<file path="config.mk">
export PLATFORM = sky130hd
export DESIGN_NAME = ss_bundle_block
export DESIGN_NICKNAME = d
export VERILOG_FILES = /design/src/rtl/ss_bundle_block.sv
export SDC_FILE = /design/constraint.sdc
export NUM_CORES = 1
export LEC_CHECK = 0
export BUFFER_PORTS_ARGS = -buffer_cell sky130_fd_sc_hd__buf_2
export CORE_MARGIN = 4
export CORE_UTILIZATION = 40
export CTS_BUF_LIST = sky130_fd_sc_hd__clkbuf_16
export DETAILED_ROUTE_END_ITERATION = 12
export MAX_ROUTING_LAYER = met4
export SYNTH_ARGS = -nofsm -noshare
export SYNTH_HDL_FRONTEND = slang
export SYNTH_SLANG_ARGS = --single-unit
</file>
<file path="constraint.sdc">
create_clock -name clk -period 3.9 [get_ports clk]
set_input_delay 0.78 -clock clk [delete_from_list [all_inputs] [get_ports clk]]
set_output_delay 0.78 -clock clk [all_outputs]
set_load 0.02 [all_outputs]
</file>
<file path="src/rtl/ss_bundle_block.sv">
// ss_bundle_block
// Bundling stage for sparse block-coded hypervectors. Each segment of a
// hypervector normally has exactly one set bit. This block adds accepted
// vectors into per-bit saturating counters. On finalize it thins the bundle
// back to a sparse vector by taking the argmax inside every segment.
//
// Optional feature: define SS_BUNDLE_ONEHOT_CHECK_EN to add the err_onehot
// output. It is a sticky flag that is set when an accepted vector has a
// segment whose popcount is not exactly one.
//
// Ports:
//   clk          rising-edge clock
//   arst_n_in    asynchronous active-low reset
//   hv_in        bound hypervector to accumulate
//   in_valid     hv_in valid this cycle
//   in_ready     high only while accumulating (ACCUM)
//   finalize     request thinning of the current bundle
//   busy         high while scanning or completing (SCAN, DONE)
//   done         one-cycle pulse; hv_out carries the new result
//   hv_out       thinned bundle with one set bit per segment, held until next done
//   num_bundled  vectors accepted since the last done, saturating
//   err_onehot   (optional) sticky non-one-hot segment flag
module ss_bundle_block #(
  parameter int LENGTH_VECTOR  = 32,
  parameter int SEGMENT_LENGTH = 8,
  parameter int COUNT_WIDTH    = 4
) (
  input  logic                     clk,
  input  logic                     arst_n_in,
  input  logic [LENGTH_VECTOR-1:0] hv_in,
  input  logic                     in_valid,
  output logic                     in_ready,
  input  logic                     finalize,
  output logic                     busy,
  output logic                     done,
  output logic [LENGTH_VECTOR-1:0] hv_out,
`ifdef SS_BUNDLE_ONEHOT_CHECK_EN
  output logic                     err_onehot,
`endif
  output logic [COUNT_WIDTH-1:0]   num_bundled
);

  localparam int NUM_SEGMENTS = LENGTH_VECTOR / SEGMENT_LENGTH;
  localparam int IDX_W        = (SEGMENT_LENGTH > 1) ? $clog2(SEGMENT_LENGTH) : 1;
  localparam logic [COUNT_WIDTH-1:0] CNT_MAX  = '1;
  localparam logic [IDX_W-1:0]       IDX_LAST = IDX_W'(SEGMENT_LENGTH - 1);

  typedef enum logic [1:0] {ACCUM, SCAN, DONE} state_t;

  state_t                 state;
  logic [COUNT_WIDTH-1:0] counters [LENGTH_VECTOR];
  logic [COUNT_WIDTH-1:0] max_val  [NUM_SEGMENTS];
  logic [IDX_W-1:0]       arg      [NUM_SEGMENTS];
  logic [IDX_W-1:0]       scan_idx;

  logic [COUNT_WIDTH-1:0] cur_cnt  [NUM_SEGMENTS];
  logic [COUNT_WIDTH-1:0] next_max [NUM_SEGMENTS];
  logic [IDX_W-1:0]       next_arg [NUM_SEGMENTS];
  logic [LENGTH_VECTOR-1:0] next_hv;

  assign in_ready = (state == ACCUM);
  assign busy     = (state != ACCUM);

  // Per-segment argmax step for the current scan position. A strict compare
  // keeps the earliest maximum, so ties and all-zero segments resolve to the
  // lowest index. next_hv is the one-hot encoding of the updated args. On the
  // last scan cycle it already includes the final position, so the result can
  // be registered together with done.
  always_comb begin
    next_hv = '0;
    for (int s = 0; s < NUM_SEGMENTS; s++) begin
      cur_cnt[s] = '0;
      for (int j = 0; j < SEGMENT_LENGTH; j++) begin
        if (scan_idx == IDX_W'(j)) begin
          cur_cnt[s] = counters[s*SEGMENT_LENGTH + j];
        end
      end
      next_max[s] = max_val[s];
      next_arg[s] = arg[s];
      if (cur_cnt[s] > max_val[s]) begin
        next_max[s] = cur_cnt[s];
        next_arg[s] = scan_idx;
      end
      for (int j = 0; j < SEGMENT_LENGTH; j++) begin
        next_hv[s*SEGMENT_LENGTH + j] = (next_arg[s] == IDX_W'(j));
      end
    end
  end

`ifdef SS_BUNDLE_ONEHOT_CHECK_EN
  logic hv_in_bad;

  // Flags any segment of the incoming vector that is not exactly one-hot.
  always_comb begin
    hv_in_bad = 1'b0;
    for (int s = 0; s < NUM_SEGMENTS; s++) begin
      if ($countones(hv_in[s*SEGMENT_LENGTH +: SEGMENT_LENGTH]) != 1) begin
        hv_in_bad = 1'b1;
      end
    end
  end
`endif

  // Main control. In ACCUM, accepted vectors bump the saturating counters.
  // SCAN walks one position per cycle across all segments in parallel, then
  // registers the thinned vector and raises done on entry to DONE. DONE clears
  // the bundle so the next accumulation starts from empty.
  always_ff @(posedge clk or negedge arst_n_in) begin
    if (!arst_n_in) begin
      state       <= ACCUM;
      scan_idx    <= '0;
      done        <= 1'b0;
      hv_out      <= '0;
      num_bundled <= '0;
      for (int i = 0; i < LENGTH_VECTOR; i++) counters[i] <= '0;
      for (int s = 0; s < NUM_SEGMENTS; s++) begin
        max_val[s] <= '0;
        arg[s]     <= '0;
      end
`ifdef SS_BUNDLE_ONEHOT_CHECK_EN
      err_onehot  <= 1'b0;
`endif
    end else begin
      done <= 1'b0;
      case (state)
        ACCUM: begin
          if (in_valid) begin
            for (int i = 0; i < LENGTH_VECTOR; i++) begin
              if (hv_in[i] && (counters[i] != CNT_MAX)) begin
                counters[i] <= counters[i] + 1'b1;
              end
            end
            if (num_bundled != CNT_MAX) begin
              num_bundled <= num_bundled + 1'b1;
            end
`ifdef SS_BUNDLE_ONEHOT_CHECK_EN
            if (hv_in_bad) err_onehot <= 1'b1;
`endif
          end
          if (finalize) begin
            state    <= SCAN;
            scan_idx <= '0;
          end
        end
        SCAN: begin
          for (int s = 0; s < NUM_SEGMENTS; s++) begin
            max_val[s] <= next_max[s];
            arg[s]     <= next_arg[s];
          end
          if (scan_idx == IDX_LAST) begin
            hv_out <= next_hv;
            done   <= 1'b1;
            state  <= DONE;
          end else begin
            scan_idx <= scan_idx + 1'b1;
          end
        end
        DONE: begin
          scan_idx    <= '0;
          num_bundled <= '0;
          for (int i = 0; i < LENGTH_VECTOR; i++) counters[i] <= '0;
          for (int s = 0; s < NUM_SEGMENTS; s++) begin
            max_val[s] <= '0;
            arg[s]     <= '0;
          end
`ifdef SS_BUNDLE_ONEHOT_CHECK_EN
          err_onehot  <= 1'b0;
`endif
          state <= ACCUM;
        end
        default: state <= ACCUM;
      endcase
    end
  end

endmodule
</file>
# Word-level counts from Yosys, hierarchy flattened
# Cells that the tools add are included.
# totals
ff_bits	198
out_inout_bits	39
# op_classes
add_sub_neg	34
magnitude_cmp	4
n_eq_ne	111
n_mux	87
n_reduce_logical	82
# ops
op	n
$mux 4	70
$pmux 128 s2	1
$add 4x1->4 const B	33
$ne 4x4->1 const B	33
$mux 128	1
$reduce_and 3->1	34
$ne 2x1->1 const B	34
$eq 3x3->1 const B	20
$logic_and 1x1->1	32
$pmux 16 s2	1
$eq 3x2->1 const B	10
$pmux 12 s2	1
$mux 3	6
$gt 4x4->1	4
$eq 3x1->1 const B	5
$logic_not 3->1	5
$ne 2x2->1 const B	7
$reduce_and 2->1	6
$pmux 3 s3	1
$pmux 4 s2	1
$reduce_bool 2->1	3
$mux 2	2
$pmux 2 s2	1
$add 3x1->3 const B	1
5 further kinds	6

# Depth between registers and ports, before layout
# Gate-level depths: netlist of the first run.
# logic_depth
depth_word	12
mapped_depth	16
mapped_depth_nobuf	13

# Worst setup path after synthesis of the first run
# Ideal clock, no wire load.
# synth_path
path_type	register -> register
startpoint	register scan_idx[2]
endpoint	register arg[4] (netlist bit)
arrival_time_ns	3.070
required_time_ns	3.767
slack_ns	0.698
path_stages_with_launch	15
synth_period_minus_slack_ns	3.202
path_cell_list	dfrtp_1 -> buf_4 -> inv_1 -> ha_1 -> inv_2 -> or3_1 -> buf_2 -> o21ai_1 -> a32o_2 -> ha_1 -> and3_1 -> a221oi_2 -> buf_4 -> mux2i_1 -> o22ai_1
# synth_between
elab_chain_cells	12
elab_cells_between_ends	19
cone_classes	1 x order compare; 7 x eq/ne; 10 x mux; 1 x reduce/logical
# synth_rtl
item	line_no	rtl
from (decl)	54	logic [IDX_W-1:0] scan_idx;
from (signal assigned)	155	scan_idx <= scan_idx + 1'b1;
$logic_not 3->1	74	if (scan_idx == IDX_W'(j)) begin
$mux 4 (7 in a row)	74	
$mux 4 *	74	
$gt 4x4->1 *	80	if (cur_cnt[s] > max_val[s]) begin
$mux 3 *	80	
$pmux 12 s2 *	125	case (state)
to (signal, indexed assignment)	148	arg[s] <= next_arg[s];
to (decl)	53	logic [IDX_W-1:0] arg [NUM_SEGMENTS];
# Mark *: on every way between the ends. The rest lies on a longest branch, timed or not.
# A chain may end at the register's enable or synchronous reset.

# Worst setup path in the final report of the first run
# layout_path
startpoint	register scan_idx[0]
endpoint	register arg[8] (netlist bit)
# Same word-level chain as after synthesis.

==> results.yml, run 1 <==
run_status:
  outcome: "completed"
power_and_ir_drop:
  leakage_nw: 5.92
  p_per_area_mw_per_mm2: 904
  ir_worst_vdd_mv: 0.451
  power_mw: 12.4
drt:
  vias: 10800
  wirelength_microns: 33100
  drtPass1Iterations: 5
  viasPerCell: 5.82
  wl_per_cell_microns: 17.9
  drtIter0Drc: 781
  drtAntennaViolNets: 0
  route.detailed.drc: 0
logic_synthesis:
  syn_area_sq_mm: 0.0123
  syn-num-nets: 1481
  ys.flop_type: "dfrtp_1"
  ys_seq_area_share_pct: 40.2
  yosysTopAreaCell: "dfrtp_1"
  yosys.area_share.simple_pct: 20.5
  synthCells: 1387
  yosys.cell_types.count: 50
  synth_fa_ha_area_share_pct: 5.89
  yosysMostFrequentCell: "dfrtp_1"
  synthMuxAreaShare_pct: 6.12
  synth-compound-area-share_pct: 20.7
  synth_edf_count: 0
  synth_top_family_by_area: "compound AO/OA/AOI/OAI gates"
  synth_common_cells: "dfrtp_1 (198), o21ai_0 (136), nand3_1 (107)"
  syn_area_per_cell_sq_um: 8.89
  postSynth.asyncResetShare_pct: 100
  yosys_warnings: 0
  synth_seq_cells: 198
  synth_xor_area_share_pct: 0
  synth_area_leaders: "dfrtp_1 (40%), ha_1 (5.9%), o21ai_0 (5.5%)"
  yosysTopAreaCellShare_pct: 40.2
place:
  postPlaceCellArea_sq_mm: 0.0131
  port_buffers: 74
  dp.final_hpwl_microns: 23900
  gp_congestion: 0.890
clocking:
  htree_levels: 4
  cts_tree: "yes"
  cts.clk_slew.worst_paths_ns: 0.08
  cts_max_path_buffers: 2
  numCtsBuffers: 17
  post_cts_buffers: 0
  clock_latency_ns: 0.45
  cts_sinks: 198
  clock-root-buffer: "clkbuf_16"
worst_setup_path:
  crit_path_end_kind: "flop"
  cp.required_ns: 4.22
  setup.worst_path.class: "reg2reg"
  cp_max_fo: 11
  critPathLaunchType: "flop"
  cp_data_arrival_time_ns: 4.00
final_layout:
  fin_area_sq_mm: 0.0137
  drive_gt1_share_pct: 14.5
  nets: 1536
  fillers: 2949
  area_growth_syn_to_layout_pct: 11.1
global_route:
  grt_pass1_wl_microns: 54100
  grt_antenna_before_repair: 1
  first_global_vias: 10000
  grt_max_degree: 78
  grtUsageTotal_pct: 20.3
  grt.overflow.total: 0
die:
  core_sq_mm: 0.0305
  rows: 64
  initial_utilization_pct: 40.4
  die_area_sq_mm: 0.0337
  dieHeight_microns: 184
  die_x_microns: 184
  io_pins: 75
timing:
  rsz0062_at_grt: "no"
  drv_slew: 0
  hold_viol: 0
  min_period_ns: 3.68
  worst_hold_slack_ns: 0.339
  fin_setup_tns_ns: 0
  finClkSkew_ns: 0.0158
  finalCritPeriodShare_pct: 94.5
  slew_headroom_pct: 39.6
  max_freq_ghz: 0.271
  worst_slew_pin_slew_ns: 0.897
  setup_violations: 0
min_path:
  hold_class: "in2async"
job:
  maxCapViolCount: 0
## logic make-up (layout without fill, tap and decap cells)
group | after synthesis | after routing
flip-flops | 198 | 198
other | 0 | 1
AO/OA/AOI/OAI | 388 | 388
buffers and inverters | 182 | 249
multiplexers | 72 | 72
adder cells (fa/ha/maj) | 58 | 58
AND/OR/NAND/NOR | 489 | 489
## critical path, stage by stage, from the launching register on
cell and delay (ns):
dfrtp_1 0.51, ha_1 0.25, ha_1 0.28, inv_2 0.14, or3_1 0.57, o21ai_1 0.19, a32o_2 0.21, ha_1 0.24
and3_1 0.21, a221oi_2 0.38, buf_4 0.27, mux2i_1 0.21, o22ai_1 0.10
## flip-flops by register name, indices dropped and copies added, names as in the netlist
| register | count |
|---|---|
| counters | 128 |
| hv_out | 32 |
| max_val | 16 |
| arg | 12 |
| num_bundled | 4 |
| scan_idx | 3 |
| state | 2 |
| done | 1 |
## metrics by stage
stage	utilization (%)	worst slack (ns)	instances
after floorplan	-	0.698	1387
after global placement	43.0	0.320	1819
after detailed placement	43.0	0.203	1819
after CTS	44.8	0.176	1850
after global routing	44.9	0.00240	1851
final	44.9	0.215	1851
## power by group
| group | internal, mW | switching, mW | total, mW | leakage [nW] |
|---|---|---|---|---|
| Clock | 0.835 | 0.879 | 1.71 | 0.269 |
| Combinational | 2.89 | 4.04 | 6.93 | 3.40 |
| Sequential | 2.81 | 0.919 | 3.73 | 2.25 |
| Total | 6.54 | 5.83 | 12.4 | 5.92 |
## cells in the final DEF (no fill, tap or decap), types with 6 or more instances in the layout
| cell type | n |
|---|---|
| a32o_2 | 8 |
| buf_2 | 73 |
| nor2_1 | 105 |
| a31oi_1 | 6 |
| o21ai_1 | 14 |
| a221oi_1 | 6 |
| mux2i_1 | 44 |
| o31ai_1 | 10 |
| nand2_1 | 96 |
| clkbuf_16 | 17 |
| a221o_1 | 20 |
| a22oi_1 | 35 |
| buf_4 | 32 |
| and3_1 | 8 |
| a21oi_1 | 61 |
| o22ai_1 | 22 |
| o311ai_0 | 26 |
| nor2b_1 | 21 |
| ha_1 | 56 |
| o311ai_1 | 7 |
| nor3_1 | 50 |
| nand3b_1 | 66 |
| inv_1 | 107 |
| nor2_4 | 18 |
| nand3_1 | 107 |
| dfrtp_1 | 198 |
| o211ai_1 | 15 |
| mux2_2 | 27 |
| o21ai_0 | 136 |
## timing repair
action | CTS | global route
setup endpoints to repair | 0 | 14
hold buffers | 0 | 0
gates resized for setup | 0 | 1
## layout make-up
class | instances | area, sq um | share of cell area, %
diodes | 1 | 2.50 | 0.0183
clock buffers | 17 | 425 | 3.11
clock inverters | 14 | 119 | 0.868
inverters | 109 | 409 | 2.99
multi-input cells | 1007 | 6610 | 48.2
flip-flops and latches | 198 | 4950 | 36.2
well taps | 396 | 495 | 3.62
repair buffers | 109 | 679 | 4.96
## final timing paths
kind                       cells past startpoint                        to  slack (ns)                     from
setup / recovery                              12        arg[8]$_DFFE_PN0P_        0.22  scan_idx[0]$_DFFE_PN0P_
setup reg to reg                              12        arg[8]$_DFFE_PN0P_        0.22  scan_idx[0]$_DFFE_PN0P_
hold / removal                                 1    hv_out[19]$_DFFE_PN0P_        0.34                arst_n_in
hold reg to reg                                1    max_val[6]$_DFFE_PN0P_        0.51   max_val[6]$_DFFE_PN0P_
min in group clk                               1    max_val[6]$_DFFE_PN0P_        0.51   max_val[6]$_DFFE_PN0P_
max in group asynchronous                      2  counters[33]$_DFFE_PN0P_        2.69                arst_n_in
## per-layer routing
metal  vias to the layer above  part of all wire [%]  global-route usage (%)
met1                      5271                    47                    28.5
met5                         -                     0                       -
met2                       304                    46                    30.9
met3                        39                   5.5                    3.42
met4                         0                   1.3                    4.56
li1                       5164                     -                       -
No activity file was read; power rests on OpenSTA's default activity.
==> inputs of run 2 (changes only) <==
BUFFER_PORTS_ARGS = unset   (was -buffer_cell sky130_fd_sc_hd__buf_2)
CORE_UTILIZATION = 50   (was 40)
DONT_BUFFER_PORTS = 1   (was unset)
==> run 2 against run 1 <==
Effect of this change: combinational power down 4.6%; sequential share of layout area rose by 1.2 points; clock power grew 5%; power shrank 0.86%; largest cell class unchanged; worst setup slack improved by 0.037 ns; utilization rose by 9.6 points; maximum frequency grew 1.0%; worst hold slack worse by 0.31 ns.
==> results.yml, run 2 (synthesized netlist as in run 1, its figures left out) <==
timing:
  finalCritPeriodShare_pct: 93.5
  max_freq_ghz: 0.274
  drv_slew: 0
  min_period_ns: 3.65
  worst_hold_slack_ns: 0.0314
  slew_headroom_pct: 28.3
  hold_viol: 0
  rsz0062_at_grt: "yes"
  setup_violations: 0
  finClkSkew_ns: 0.0198
  fin_setup_tns_ns: 0
  worst_slew_pin_slew_ns: 1.08
worst_setup_path:
  cp_data_arrival_time_ns: 3.97
  setup.worst_path.class: "reg2reg"
  ff2ff_setup_slack_ns: 0.25
  crit_path_end_kind: "flop"
  critPathLaunchType: "flop"
  cp.required_ns: 4.22
  cp_max_fo: 18
power_and_ir_drop:
  p_per_area_mw_per_mm2: 926
  ir_worst_vdd_mv: 0.602
  leakage_nw: 5.59
place:
  gp_congestion: 0.892
  dp.final_hpwl_microns: 22300
  port_buffers: 0
  postPlaceCellArea_sq_mm: 0.0126
min_path:
  hold_class: "in2async"
drt:
  drtAntennaViolNets: 0
  viasPerCell: 6.13
  drtPass1Iterations: 5
  route.detailed.drc: 0
  wl_per_cell_microns: 19.3
  wirelength_microns: 33000
  vias: 10500
  drtIter0Drc: 999
final_layout:
  regMostFlops: "counters"
  drive_gt1_share_pct: 9.99
  largest_reg_flops: 128
  nets: 1462
  fillers: 2208
  reg_top3: "counters: 128 flops, hv_out: 32 flops, max_val: 16 flops"
  final_cell_mix: "dfrtp_1 (198), o21ai_0 (136), inv_1 (107), nand3_1 (107), nor2_1 (105)"
  area_growth_syn_to_layout_pct: 7.39
  fin_area_sq_mm: 0.0132
  layout_commonest_cell: "dfrtp_1"
die:
  initial_utilization_pct: 50.7
  die_area_sq_mm: 0.0272
  io_pins: 75
  die_x_microns: 165
  core_sq_mm: 0.0243
  rows: 57
  dieHeight_microns: 165
global_route:
  grtUsageTotal_pct: 25.2
  grt_antenna_before_repair: 1
  grt.overflow.total: 0
  grt_pass1_wl_microns: 53000
  grt_max_degree: 199
  first_global_vias: 9766
clocking:
  htree_levels: 4
  cts.clk_slew.worst_paths_ns: 0.08
  post_cts_buffers: 0
  clock_latency_ns: 0.45
  cts_max_path_buffers: 2
  post_cts_resized: 0
  clock-root-buffer: "clkbuf_16"
  numCtsBuffers: 17
  cts_tree: "yes"
  cts_sinks: 198
run_status:
  outcome: "completed"
job:
  maxCapViolCount: 0
==> run 2: area by class of cell <==
class / instances / area (sq um) / area share, %
multi-input combinational: 1007 / 6590 / 49.8
sequential: 198 / 4950 / 37.4
clock buffer: 17 / 425 / 3.21
inverter: 109 / 409 / 3.09
tap: 324 / 405 / 3.06
timing repair buffer: 35 / 290 / 2.19
clock inverter: 15 / 158 / 1.19
antenna: 1 / 2.50 / 0.0189
==> run 2: per-stage QoR <==
stage | power [mW] | worst slack (ns) | cells | util (%)
CTS | 12.2 | 0.309 | 1703 | 54.3
floorplan | 8.75 | 0.698 | 1387 | -
finish | 12.3 | 0.252 | 1706 | 54.4
detailed placement | 10.4 | 0.361 | 1671 | 51.9
global placement | 10.2 | 0.429 | 1671 | 51.9
global route | 13.3 | -0.0153 | 1706 | 54.4
==> run 2: final timing paths <==
kind / cells past startpoint / endpoint / from
worst max-delay path: 15 / max_val[7]$_DFFE_PN0P_ / scan_idx[1]$_DFFE_PN0P_
worst min-delay path: 0 / counters[44]$_DFFE_PN0P_ / arst_n_in
worst max register to register: 15 / max_val[7]$_DFFE_PN0P_ / scan_idx[1]$_DFFE_PN0P_
worst min register to register: 1 / max_val[14]$_DFFE_PN0P_ / max_val[14]$_DFFE_PN0P_
max in group asynchronous: 1 / num_bundled[3]$_DFFE_PN0P_ / arst_n_in
min in group clk: 2 / state[0]$_DFFE_PN0P_ / finalize
==> run 2: worst max-delay path, cell delays in order (launching register included) <==
cell and delay, ns:
dfrtp_1 0.48, inv_1 0.14, ha_2 0.46, buf_4 0.30, a21oi_1 0.09, a221oi_1 0.38, a2111oi_2 0.09, nor2_1 0.21
inv_1 0.07, ha_1 0.18, nor2b_1 0.12, o21ai_1 0.10, a221oi_2 0.28, buf_4 0.26, nor3_1 0.08, a221o_1 0.28
==> run 2: timing repair <==
item	CTS	global route
hold buffers	0	2
hold endpoints to repair	0	3
endpoints found under the setup margin	0	1
==> run 2: report_power, final <==
group / total (mW) / switching (mW) / leakage (nW) / internal [mW]
Sequential: 3.85 / 1.04 / 2.25 / 2.81
Clock: 1.80 / 0.941 / 0.286 / 0.860
Combinational: 6.61 / 3.84 / 3.06 / 2.77
Total: 12.3 / 5.82 / 5.59 / 6.44
==> run 2: per-layer routing <==
metal	share of wire, %	track usage, %	vias to the layer above
li1	-	-	5013
met1	47	35.5	5099
met2	45	36.8	298
met3	5.5	4.92	42
met4	2.0	7.49	0
met5	0	-	-
==> inputs of run 3 (changes only) <==
==> constraint.sdc (replaced) <==
create_clock -name clk -period 3.9 [get_ports clk]
set_input_delay 0.39 -clock clk [delete_from_list [all_inputs] [get_ports clk]]
set_output_delay 0.39 -clock clk [all_outputs]
set_load 0.02 [all_outputs]
==> run 3 against run 2 <==
Effect of this change: the flow now finishes with violations (negative hold slack); final area decreased by 0.23%; die area unchanged; final cell count decreased by 0.12%; worst setup slack worse by 0.0088 ns; sequential power hardly changed; non-clock buffer count shrank 2; via count shrank 0.47%; global-route usage unchanged; clock power hardly changed; largest cell class unchanged; power fell by 0.20%; critical path type unchanged; combinational power is essentially flat.
==> results.yml, run 3 (synthesized netlist as in run 1, its figures left out) <==
worst_setup_path:
  cp_max_fo: 18
  crit_chain: "inv_1 > ha_2 > buf_4 > a21oi_1 > a221oi_1 > a2111oi_2 > nor2_1 > inv_1 > ha_1 > nor2b_1 > o21ai_1 > a221oi_2 > buf_4 > nor3_1 > a221o_1"
  reg2regPathDepth: 15
  crit_slowest_cell: "dfrtp_1"
  setup.worst_path.class: "reg2reg"
  critPathLaunchType: "flop"
  r2r_end: "max_val[6]$_DFFE_PN0P_"
  r2r-start: "scan_idx[1]$_DFFE_PN0P_"
  max_stage_delay_ns: 0.48
  cp.depth: 15
  ff2ff_setup_slack_ns: 0.24
  crit_buf_inv: 4
  path_delay_family: "compound AO/OA/AOI/OAI gates"
  cp_data_arrival_time_ns: 3.98
  cp.required_ns: 4.22
  crit_path_end_kind: "flop"
clocking:
  clock-root-buffer: "clkbuf_16"
  clock_latency_ns: 0.45
  cts.clk_slew.worst_paths_ns: 0.08
  htree_levels: 4
  cts_max_path_buffers: 2
  cts_tree: "yes"
  cts_sinks: 198
  numCtsBuffers: 17
  post_cts_buffers: 0
power_and_ir_drop:
  p_int_mw: 6.44
  clockPowerShare_pct: 14.7
  p_sw_mw: 5.80
  p_comb_share_pct: 53.9
  ir_worst_vdd_mv: 0.601
  leakage_nw: 5.58
  p_per_area_mw_per_mm2: 927
  seqPwrFrac_pct: 31.5
  p_sw_share_pct: 47.4
drt:
  route.detailed.drc: 0
  wl_met1_microns: 15600
  top_layer: "met4"
  wirelength_microns: 32600
  drtPass1Iterations: 5
  drtAntennaViolNets: 0
  vias: 10400
  viasPerCell: 6.11
  drtIter0Drc: 938
  route.met3.wl_microns: 1710
  routed-wl-met2_microns: 14600
  wl_per_cell_microns: 19.2
die:
  initial_utilization_pct: 50.7
  core_sq_mm: 0.0243
  io_pins: 75
  dieHeight_microns: 165
  die_x_microns: 165
  rows: 57
  die_area_sq_mm: 0.0272
final_layout:
  final_core_util_pct: 54.3
  area_growth_syn_to_layout_pct: 7.14
  final_cell_mix: "dfrtp_1 (198), o21ai_0 (136), inv_1 (107), nand3_1 (107), nor2_1 (105)"
  reg_top3: "counters: 128 flops, hv_out: 32 flops, max_val: 16 flops"
  drive_gt1_share_pct: 9.93
  largest_reg_flops: 128
  finalNonFillerCells: 1704
  regMostFlops: "counters"
  nets: 1460
  fillers: 2211
  layout_commonest_cell: "dfrtp_1"
timing:
  finalCritPeriodShare_pct: 93.8
  setup_violations: 0
  drv_slew: 0
  slew_headroom_pct: 27.4
  finClkSkew_ns: 0.0210
  worst_slew_pin_slew_ns: 1.09
  worst_hold_slack_ns: -0.367
  hold_viol: 198
  rsz0062_at_grt: "yes"
  fin_setup_tns_ns: 0
  max_freq_ghz: 0.273
  min_period_ns: 3.66
  fin_ws_ns: 0.244
global_route:
  grtUsageTotal_pct: 25.2
  first_global_vias: 9766
  grt_max_degree: 199
  grt_pass1_wl_microns: 53000
  grt_antenna_before_repair: 1
  grt.overflow.total: 0
job:
  maxCapViolCount: 0
place:
  gp_congestion: 0.892
  dp.cells: 1671
  dp.final_hpwl_microns: 22300
  place_ws_ns: 0.361
  port_buffers: 0
run_status:
  outcome: "complete, but fails checks"
  violations: "negative hold slack"
min_path:
  hold_class: "in2async"
## run 3: cell types whose count changed in the layout (fill, tap and decap cells not counted), sizes merged
cell,previous run,this run
dlygate4sd3,1,0
buf,34,33
## run 3: metrics by stage
step	power, mW	area, sq um	hold WS [ns]
3_3_place_gp	10.2	12600	0.102
3_5_place_dp	10.4	12600	0.102
2_1_floorplan	8.75	12300	0.0944
6_report	12.2	13200	-0.367
4_1_cts	12.2	13200	-0.378
5_1_grt	13.3	13200	-0.399
## run 3: final cells by class
type	count	area [sq um]	area share, %
diodes	1	2.50	0.0189
clock buffers	17	425	3.22
clock inverters	15	158	1.19
inverters	109	409	3.10
multi-input cells	1007	6590	49.9
flip-flops and latches	198	4950	37.5
well taps	324	405	3.07
repair buffers	33	260	1.97
## run 3: repair_timing
item	4_1_cts	5_1_grt
resized for setup	0	0
hold endpoints to repair	198	198
setup endpoints to repair	0	1
## run 3: worst max-delay path by stage
| stage | startpoint | end | slack (ns) |
|---|---|---|---|
| after floorplan | scan_idx[2]$_DFFE_PN0P_ | arg[4]$_DFFE_PN0P_ | 0.70 |
| after global placement | scan_idx[0]$_DFFE_PN0P_ | arg[8]$_DFFE_PN0P_ | 0.43 |
| after detailed placement | scan_idx[0]$_DFFE_PN0P_ | arg[8]$_DFFE_PN0P_ | 0.36 |
| after CTS | scan_idx[1]$_DFFE_PN0P_ | max_val[7]$_DFFE_PN0P_ | 0.31 |
| after global routing | scan_idx[1]$_DFFE_PN0P_ | max_val[7]$_DFFE_PN0P_ | -0.02 |
| final | scan_idx[1]$_DFFE_PN0P_ | max_val[6]$_DFFE_PN0P_ | 0.24 |
## run 3: power by group through the flow
stage / sequential [mW] / combinational [mW] / clock, mW
2_1_floorplan: 3.56 / 5.19 / 0
3_3_place_gp: 3.87 / 6.37 / 0
3_5_place_dp: 3.88 / 6.52 / 0
4_1_cts: 3.85 / 6.55 / 1.84
5_1_grt: 3.99 / 7.40 / 1.94
6_report: 3.85 / 6.59 / 1.79
## run 3: layer usage
layer  vias up  global-route usage [%]
met5         -                       -
met4         0                    7.49
met3        47                    4.92
met2       278                    36.8
met1      5059                    35.5
li1       5019                       -
